[src/rtl/gpr_wb_arbiter.sv]
// Writeback arbiter for the integer register file: round-robin grant of N_SRC
// result sources onto the single write port, plus a per-register pending-write
// scoreboard for issue hazard checks. Define GPR_WB_REG_EN for a registered output stage.
module gpr_wb_arbiter #(
  parameter int DATA_WIDTH = 64,
  parameter int RF_SIZE    = 5,
  parameter int N_SRC      = 3,
  parameter int CNT_W      = 2
) (
  input  logic                          clk,
  input  logic                          rst_n,
  input  logic                          issue_valid,
  input  logic [RF_SIZE-1:0]            issue_rd,
  output logic                          issue_ready,
  input  logic [N_SRC-1:0]              src_valid,
  input  logic [N_SRC*RF_SIZE-1:0]      src_rd,
  input  logic [N_SRC*DATA_WIDTH-1:0]   src_data,
  output logic [N_SRC-1:0]              src_ready,
  output logic [RF_SIZE-1:0]            wb_rd,
  output logic                          wb_we,
  output logic [DATA_WIDTH-1:0]         wb_data,
  input  logic [RF_SIZE-1:0]            rs1,
  input  logic [RF_SIZE-1:0]            rs2,
  output logic                          rs1_busy,
  output logic                          rs2_busy,
  output logic                          idle
);

  localparam int NREG  = 2**RF_SIZE;
  localparam int PTR_W = (N_SRC > 1) ? $clog2(N_SRC) : 1;
  localparam logic [CNT_W-1:0] CNT_MAX = {CNT_W{1'b1}};

  logic [PTR_W-1:0]      ptr_q, ptr_d;
  logic [PTR_W:0]        cand_s;
  logic                  hit_s;
  logic                  grant_vld_s;
  logic [PTR_W-1:0]      grant_idx_s;
  logic [N_SRC-1:0]      grant_oh_s;
  logic [RF_SIZE-1:0]    sel_rd_s;
  logic [DATA_WIDTH-1:0] sel_data_s;
  logic                  wb_we_s;
  logic [RF_SIZE-1:0]    wb_rd_s;
  logic [DATA_WIDTH-1:0] wb_data_s;
  logic                  stage_pend_s;
  logic                  issue_ready_s;
  logic                  issue_acc_s;
  logic [NREG-1:0]       inc_s, dec_s;
  logic                  any_cnt_s;
  logic [CNT_W-1:0]      cnt_q [NREG];
  logic [CNT_W-1:0]      cnt_d [NREG];

  // Round-robin search from ptr_q; the lowest offset with a valid request wins.
  // Reset gates the grant so nothing is acknowledged while rst_n is low.
  always_comb begin
    grant_vld_s = 1'b0;
    grant_idx_s = '0;
    cand_s      = '0;
    hit_s       = 1'b0;
    for (int k = N_SRC - 1; k >= 0; k--) begin
      cand_s      = {1'b0, ptr_q} + (PTR_W+1)'(k);
      cand_s      = (cand_s >= (PTR_W+1)'(N_SRC)) ? cand_s - (PTR_W+1)'(N_SRC) : cand_s;
      hit_s       = src_valid[cand_s[PTR_W-1:0]] & rst_n;
      grant_vld_s = grant_vld_s | hit_s;
      grant_idx_s = hit_s ? cand_s[PTR_W-1:0] : grant_idx_s;
    end
    grant_oh_s = grant_vld_s ? (N_SRC'(1'b1) << grant_idx_s) : '0;
    if (grant_vld_s) begin
      ptr_d = (grant_idx_s == PTR_W'(N_SRC - 1)) ? '0 : grant_idx_s + PTR_W'(1'b1);
    end else begin
      ptr_d = ptr_q;
    end
  end

  // AND-OR mux of the granted source's destination and data.
  always_comb begin
    sel_rd_s   = '0;
    sel_data_s = '0;
    for (int i = 0; i < N_SRC; i++) begin
      sel_rd_s   = sel_rd_s   | ({RF_SIZE{grant_oh_s[i]}}    & src_rd[i*RF_SIZE +: RF_SIZE]);
      sel_data_s = sel_data_s | ({DATA_WIDTH{grant_oh_s[i]}} & src_data[i*DATA_WIDTH +: DATA_WIDTH]);
    end
  end

  // Round-robin pointer register.
  always_ff @(posedge clk or negedge rst_n) begin
    if (!rst_n) begin
      ptr_q <= '0;
    end else begin
      ptr_q <= ptr_d;
    end
  end

`ifdef GPR_WB_REG_EN
  logic                  stage_we_q;
  logic [RF_SIZE-1:0]    stage_rd_q;
  logic [DATA_WIDTH-1:0] stage_data_q;

  // Output stage captures the grant and drains unconditionally on the next edge.
  always_ff @(posedge clk or negedge rst_n) begin
    if (!rst_n) begin
      stage_we_q   <= 1'b0;
      stage_rd_q   <= '0;
      stage_data_q <= '0;
    end else begin
      stage_we_q   <= grant_vld_s & (sel_rd_s != '0);
      stage_rd_q   <= sel_rd_s;
      stage_data_q <= sel_data_s;
    end
  end

  assign wb_we_s      = stage_we_q;
  assign wb_rd_s      = stage_rd_q;
  assign wb_data_s    = stage_data_q;
  assign stage_pend_s = stage_we_q;
`else
  assign wb_we_s      = grant_vld_s & (sel_rd_s != '0);
  assign wb_rd_s      = sel_rd_s;
  assign wb_data_s    = sel_data_s;
  assign stage_pend_s = 1'b0;
`endif

  // A full counter still accepts when the same register retires this cycle.
  assign issue_ready_s = (issue_rd == '0) || (cnt_q[issue_rd] != CNT_MAX) ||
                         (wb_we_s && (wb_rd_s == issue_rd));
  assign issue_acc_s   = issue_valid & issue_ready_s & (issue_rd != '0);
  assign inc_s = issue_acc_s ? (NREG'(1'b1) << issue_rd) : '0;
  assign dec_s = wb_we_s     ? (NREG'(1'b1) << wb_rd_s)  : '0;

  // Counter next state; a retire on an empty counter is ignored, x0 stays zero.
  always_comb begin
    any_cnt_s = 1'b0;
    for (int r = 0; r < NREG; r++) begin
      any_cnt_s = any_cnt_s | (cnt_q[r] != '0);
      if (r == 0) begin
        cnt_d[r] = '0;
      end else if (inc_s[r] && !dec_s[r]) begin
        cnt_d[r] = cnt_q[r] + CNT_W'(1'b1);
      end else if (dec_s[r] && !inc_s[r] && (cnt_q[r] != '0)) begin
        cnt_d[r] = cnt_q[r] - CNT_W'(1'b1);
      end else begin
        cnt_d[r] = cnt_q[r];
      end
    end
  end

  // Pending-write scoreboard registers.
  always_ff @(posedge clk or negedge rst_n) begin
    if (!rst_n) begin
      for (int r = 0; r < NREG; r++) cnt_q[r] <= '0;
    end else begin
      for (int r = 0; r < NREG; r++) cnt_q[r] <= cnt_d[r];
    end
  end

  assign issue_ready = issue_ready_s;
  assign src_ready   = grant_oh_s;
  assign wb_we       = wb_we_s;
  assign wb_rd       = wb_rd_s;
  assign wb_data     = wb_data_s;
  assign rs1_busy    = (cnt_q[rs1] != '0);
  assign rs2_busy    = (cnt_q[rs2] != '0);
  assign idle        = ~any_cnt_s & ~stage_pend_s;

endmodule

[config.mk]
export PLATFORM = sky130hd
export DESIGN_NAME = gpr_wb_arbiter
export DESIGN_NICKNAME = d
export VERILOG_FILES = /design/src/rtl/gpr_wb_arbiter.sv
export SDC_FILE = /design/constraint.sdc
export NUM_CORES = 1
export LEC_CHECK = 0
export BUFFER_PORTS_ARGS = -buffer_cell sky130_fd_sc_hd__buf_2
export CAP_MARGIN = 20
export CORE_MARGIN = 2
export CORE_UTILIZATION = 30
export DETAILED_ROUTE_END_ITERATION = 12
export GPL_TIMING_DRIVEN = 1
export PLACE_DENSITY_LB_ADDON = 0.2
export SLEW_MARGIN = 20
export SYNTH_ARGS = -nofsm -noshare
export SYNTH_HDL_FRONTEND = slang
export SYNTH_SLANG_ARGS = --single-unit
[constraint.sdc]
create_clock -name clk -period 4.37 [get_ports clk]
set_input_delay 0.6555 -clock clk [delete_from_list [all_inputs] [get_ports clk]]
set_output_delay 0.6555 -clock clk [all_outputs]
set_load 0.02 [all_outputs]
==> results by group, run 1 <==
STA
  – Pins Over Slew Limit: 0
  – Max Fclk: 0.239 GHz
  – Hold Vio Cnt, Final: 0
  – Final min period: 4190 ps
  – Setup TNS: 0 ps
  – Fraction of the cycle the final worst path needs: 0.959
  – RSZ-0062 raised after global routing: no
  – Final setup viols: 0
  – Rel. slew slack: 0.318
  – Worst Tran Pin Value: 1020 ps
  – WHS: ~460 ps
  – Worst clock skew: roughly 6.7 ps

Setup path
  – Flop-to-flop setup slack: 500 ps
  – Worst r2r src: ptr_q[0]
  – CP max FO: 7
  – Worst setup path end: issue_ready
  – Worst R2R End: cnt_q[58]
  – Crit end category: output pin
  – Setup crit start: ptr_q[0]
  – Kind of critical path: reg -> out
  – CP startpoint kind: flip-flop
  – Critical path data arrival time: roughly 3500 ps
  – WP data required: 3710 ps
  – Reg2Reg Depth: 14

GRT
  – Total track usage: 0.282
  – Vias in the first global route: between 7000 and 8000
  – Largest net degree at the start of global routing: 69
  – First-pass GRT wire length: 49400 µm
  – Antenna violations before repair: 11
  – Grt ovf: 0

Synth
  – FFs w/ async S/R, synth: 1.00
  – Register area share after synthesis: 0.241
  – Yosys cell types: 77
  – Synthesized Nets: 1065
  – Syn avg cell area: 7.94 µm²
  – Largest area contributor in the netlist: dfrtp_1
  – #FFs+latches synth: 64
  – Post-Synthesis Cells: 835
  – Share of the synthesized area in the top cell type: 0.241
  – Yosys warns: 0
  – Leading post-synthesis cells by cell area: dfrtp_1, a222oi_1, mux4_2
  – EDFF count, synth: 0
  – Synthesized area: 0.00663 mm²
  – Top_reg_cell synth: dfrtp_1

Drt
  – Via count: 8366
  – Post-Route WL: approximately 34000 µm
  – Post-DR wirelength/cell: 23.7 µm
  – Antenna viol nets, final: 0
  – Drt initial violations: 926
  – Metal2 WL: 15600 µm
  – Total length of routed met3 wires: 3110 µm
  – DRC viols: 0
  – Via density: 5.88
  – Count of TritonRoute iterations in the first routing pass: 9
  – Top routing layer in use: met5
  – M1 WL: 13900 µm

Floorplan
  – # IOs: 305
  – Site Rows: 54
  – Die Wd: 153 µm
  – Core Area: 0.0218 mm²
  – Initial Util: 0.305
  – Die height: 153 µm
  – Die area: 0.0233 mm²

Placed design
  – IO buf count: approximately 300
  – GPL Wtd Cong: ~0.95
  – Detailed placer's ending HPWL: 27800 µm

Finish
  – Syn-to-layout area delta: 34.7%
  – Most frequent cells in the layout: buf_2, inv_1, nand2_1, a222oi_1, dfrtp_1
  – Total Nets Final: 1364
  – Commonest non-fill, non-tap cell in the layout: buf_2
  – Layout cell share with drive strength beyond 1: 0.365
  – Core Util, Final: 0.411

CTS
  – Htree depth: 3
  – Hold_buf cts: 0
  – Clk buf depth: 2
  – Worst-path clk slew: 50 ps
  – Worst skew pair latency: 350 ps
  – CTS tree: built
  – CTS Root Cell: clkbuf_16
  – TritonCTS Buffers: 9
  – Clk sinks: 64

Power
  – Worst vdd ir: approximately 0.23 mV
  – Lkg Pwr: around 4.5 nW
  – Pwr dens: between 600 and 700 mW/mm²

Status
  – Status: completed

Flow run
  – Max cap viols: 0

Min path
  – Hold Crit Class: in -> async
-- layer usage --
layer | up-vias | global-route usage
met5 | - | 0
met1 | 4049 | 0.377
met2 | 460 | 0.450
met4 | 4 | 0.109
met3 | 57 | 0.0580
li1 | 3796 | -
-- synthesized netlist by cell type, drive strengths merged, types with 8 or more instances --
library cell	instances
a21o	9
a21oi	28
clkbuf	35
a22oi	11
o22ai	8
nor2b	11
xnor2	16
mux4	20
nor3	17
nand2	81
o21ai	61
and3	14
nand3	43
nor3b	12
dfrtp	64
a222oi	64
o211ai	14
and2	14
a211oi	13
nand4	29
a31oi	10
nor2	67
inv	86
buf	18
-- flip-flops by register name, summed over array words and instances, names as in the netlist --
signal	flops
ptr_q	2
cnt_q	62
-- how the worst min path moves through the flow --
stage | from | to | slack (ps) | cells after the start
2_1_floorplan | rst_n | cnt_q[0] | 360 | 0
3_3_place_gp | cnt_q[46] | cnt_q[46] | 500 | 1
3_5_place_dp | cnt_q[52] | cnt_q[52] | 520 | 1
4_1_cts | rst_n | cnt_q[31] | 470 | 2
5_1_grt | rst_n | ptr_q[1] | 510 | 2
6_report | rst_n | ptr_q[1] | 460 | 2
-- kinds of logic after synthesis --
kind of cell,synth area share
AOI/OAI and AO/OA,0.327
xor gates and xnor gates,0.0264
adders and majority gates,0.00377
buffers and inverters,0.0860
DFF,0.241
muxes,0.0739
and+or+nand+nor,0.242
-- metrics by stage --
step                total power, mW  worst slack (ps)  std cells  cell area, µm²
finish                         5.40               178       1422            8930
global route                   5.73              42.8       1422            8930
CTS                            5.36              72.2       1418            8900
global placement               4.50               299       1400            8540
floorplan                      3.17               282        835            6630
detailed placement             4.52               300       1400            8540
-- worst max-delay path, stage by stage, from the launching register on --
cell and delay (ps):
dfrtp_1 370, inv_1 80, ha_4 300, nand2_1 120, a221o_1 370, o211a_1 250
a221o_1 350, or3_1 310, a221o_2 360, or2_1 230, o21ai_1 140, buf_4 140
buf_2 160
-- final cells by class --
cell class                 instances  area, µm²
fill                            2313      12800
inverter                          87        327
timing repair buffer             341       1820
antenna                            4       10.0
clock inverter                     3       65.1
multi-input combinational        631       4500
tap                              280        350
clock buffer                      12        256
sequential                        64       1600
-- power breakdown --
| part | internal, mW | total, mW | switching (mW) |
|---|---|---|---|
| clock network | 0.526 | 0.803 | 0.276 |
| registers | 0.805 | 1.10 | 0.291 |
| logic | 1.24 | 3.50 | 2.25 |
| total | 2.57 | 5.40 | 2.82 |
-- what timing repair did --
| item | CTS | global route |
|---|---|---|
| gates resized for setup | 2 | 4 |
| buffers inserted | 3 | 0 |
| setup endpoints to repair | 1 | 1 |
| pin swaps | 2 | 1 |
Power figures use the tool's default switching activity.
==> inputs of run 2 (changes only) <==
--- a/config.mk
+++ b/config.mk
@@ -11,6 +11,7 @@
 export CORE_UTILIZATION = 30
 export DETAILED_ROUTE_END_ITERATION = 12
 export GPL_TIMING_DRIVEN = 1
+export MAX_ROUTING_LAYER = met4
 export PLACE_DENSITY_LB_ADDON = 0.2
 export SLEW_MARGIN = 20
 export SYNTH_ARGS = -nofsm -noshare
==> run 2 against run 1 <==
Against the previous run: worst hold slack got worse by 19 ps; critical endpoint unchanged; largest cell class unchanged; clock skew fell by 1.4 ps; combinational power barely moved; cell count rose by 0.42%; highest routed layer is now met4; sequential power barely moved; sequential share of layout area barely moved.
==> results by group, run 2 (synthesis gave the netlist of run 1 again) <==
Setup path
  – Reg2Reg Depth: 15
  – Worst R2R End: cnt_q[40]
  – Crit-path cells: inv_1, ha_2, buf_4, nand2b_1, a31oi_1, nand2_1, or4_1, a21o_1, a221o_2, or2_1, o21ai_1, buf_4, buf_2
  – CP max FO: 9
  – Flop-to-flop setup slack: 430 ps
  – CP startpoint kind: flip-flop
  – Setup crit start: ptr_q[0]
  – Critical path data arrival time: 3590 ps
  – Crit path max-delay cell type: or4_1
  – Crit end category: output pin
  – CP dominant cell by count: buf_4
  – Worst r2r src: ptr_q[0]
  – Kind of critical path: reg -> out
  – Slowest stage delay, CP: 560 ps
  – WP data required: about 3700 ps

Placed design
  – Placed inst area: between 0.008 and 0.009 mm²
  – IO buf count: 304
  – GPL Wtd Cong: 0.928
  – DP Cell Count: 1401
  – Detailed placer's ending HPWL: roughly 28000 µm
  – Setup WS pre-CTS: roughly 290 ps

GRT
  – Total track usage: 0.294
  – M2 GR Usage: 0.440
  – First-pass GRT wire length: 50300 µm
  – Busiest grt layer: met2
  – Met3 Use GR: 0.0589
  – Vias in the first global route: 7840
  – Antenna violations before repair: 10
  – Grt ovf: 0
  – Largest net degree at the start of global routing: 69
  – Met1 Use GR: 0.389

CTS
  – Clk buf depth: 2
  – Worst skew pair latency: around 340 ps
  – TritonCTS Buffers: 9
  – CTS tree: built
  – Clk sinks: 64
  – Htree depth: 3
  – CTS Root Cell: clkbuf_16
  – Worst-path clk slew: 60 ps
  – Hold_buf cts: 0

STA
  – Worst clock skew: about 5.2 ps
  – Hold Vio Cnt, Final: 0
  – Setup TNS: 0 ps
  – Pins Over Slew Limit: 0
  – Rel. slew slack: 0.402
  – PnR worst setup slack: 127 ps
  – Final setup viols: 0
  – Max Fclk: 0.236 GHz
  – Fraction of the cycle the final worst path needs: 0.971
  – Final min period: 4240 ps
  – Worst Tran Pin Value: 893 ps

Drt
  – Post-Route WL: 33800 µm
  – Drt initial violations: 784
  – Antenna viol nets, final: 0
  – Count of TritonRoute iterations in the first routing pass: 10
  – Via density: 5.89
  – Post-DR wirelength/cell: around 24 µm
  – Via count: around 8400
  – DRC viols: 0

Power
  – Total power: around 5.4 mW
  – Lkg Pwr: 4.44 nW
  – Pwr dens: 603 mW/mm²
  – Worst vdd ir: 0.315 mV

Finish
  – Largest regs: cnt_q x62, ptr_q x2
  – Fin area: ~0.0089 mm²
  – Syn-to-layout area delta: 34.7%
  – Most frequent cells in the layout: buf_2, inv_1, nand2_1, a222oi_1, dfrtp_1
  – Fillers: 2322
  – Max reg flops: 62
  – Non-Filler Instances: 1428
  – Register name with the most flops: cnt_q
  – Total Nets Final: 1364
  – Layout cell share with drive strength beyond 1: 0.367
  – Commonest non-fill, non-tap cell in the layout: buf_2

Floorplan
  – Die Wd: about 150 µm
  – Die area: 0.0233 mm²
  – Die height: 153 µm
  – Site Rows: 54
  – Initial Util: 0.305
  – Core Area: 0.0218 mm²
  – # IOs: 305

Flow run
  – Max cap viols: 0

Min path
  – Hold Crit Class: in -> async

Status
  – Status: completed
[run 2: cell type report]
| type | instances | area (µm²) | area share |
|---|---|---|---|
| clock buffer | 10 | 229 | 0.0256 |
| clock inverter | 6 | 93.8 | 0.0105 |
| timing repair buffer | 341 | 1810 | 0.203 |
| inverter | 87 | 327 | 0.0365 |
| antenna | 9 | 22.5 | 0.00252 |
| sequential | 64 | 1600 | 0.179 |
| tap | 280 | 350 | 0.0392 |
| multi-input combinational | 631 | 4500 | 0.504 |
[run 2: repair_timing]
action / CTS / global route
buffers inserted: 2 / 0
endpoints found under the setup margin: 1 / 1
pin swaps: 2 / 2
endpoints found under the hold margin: 0 / 0
resized for setup: 2 / 5
[run 2: metrics by stage]
stage | hold slack, ps | utilization
3_5_place_dp | 513 | 0.393
5_1_grt | 480 | 0.411
6_report | 445 | 0.411
2_1_floorplan | 360 | -
4_1_cts | 438 | 0.409
3_3_place_gp | 502 | 0.393
[run 2: worst max path at each step]
stage	end	slack, ps	cells past startpoint
floorplan	issue_ready	280	12
global placement	issue_ready	310	11
detailed placement	issue_ready	290	12
CTS	issue_ready	70	12
global route	issue_ready	-7	13
finish	issue_ready	130	13
[run 2: metal layers]
metal / up-vias / routed length, µm
li1: 3821 / -
met4: 0 / 1180
met2: 410 / 15400
met3: 46 / 3030
met1: 4132 / 14200
met5: - / 0
[run 2: power breakdown]
group          switching [mW]  internal [mW]  total [mW]
registers               0.294          0.805        1.10
clock network           0.294          0.502       0.796
logic                    2.25           1.24        3.49
total                    2.84           2.54        5.39
[run 2: worst max-delay path, delay by kind of cell (launching register included)]
| kind | cells | cell delay (ps) |
|---|---|---|
| AO/OA/AOI/OAI | 4 | 990 |
| adder cells (fa/ha/maj) | 1 | 240 |
| buffers and inverters | 4 | 530 |
| flip-flops | 1 | 370 |
| AND/OR/NAND/NOR | 4 | 1110 |
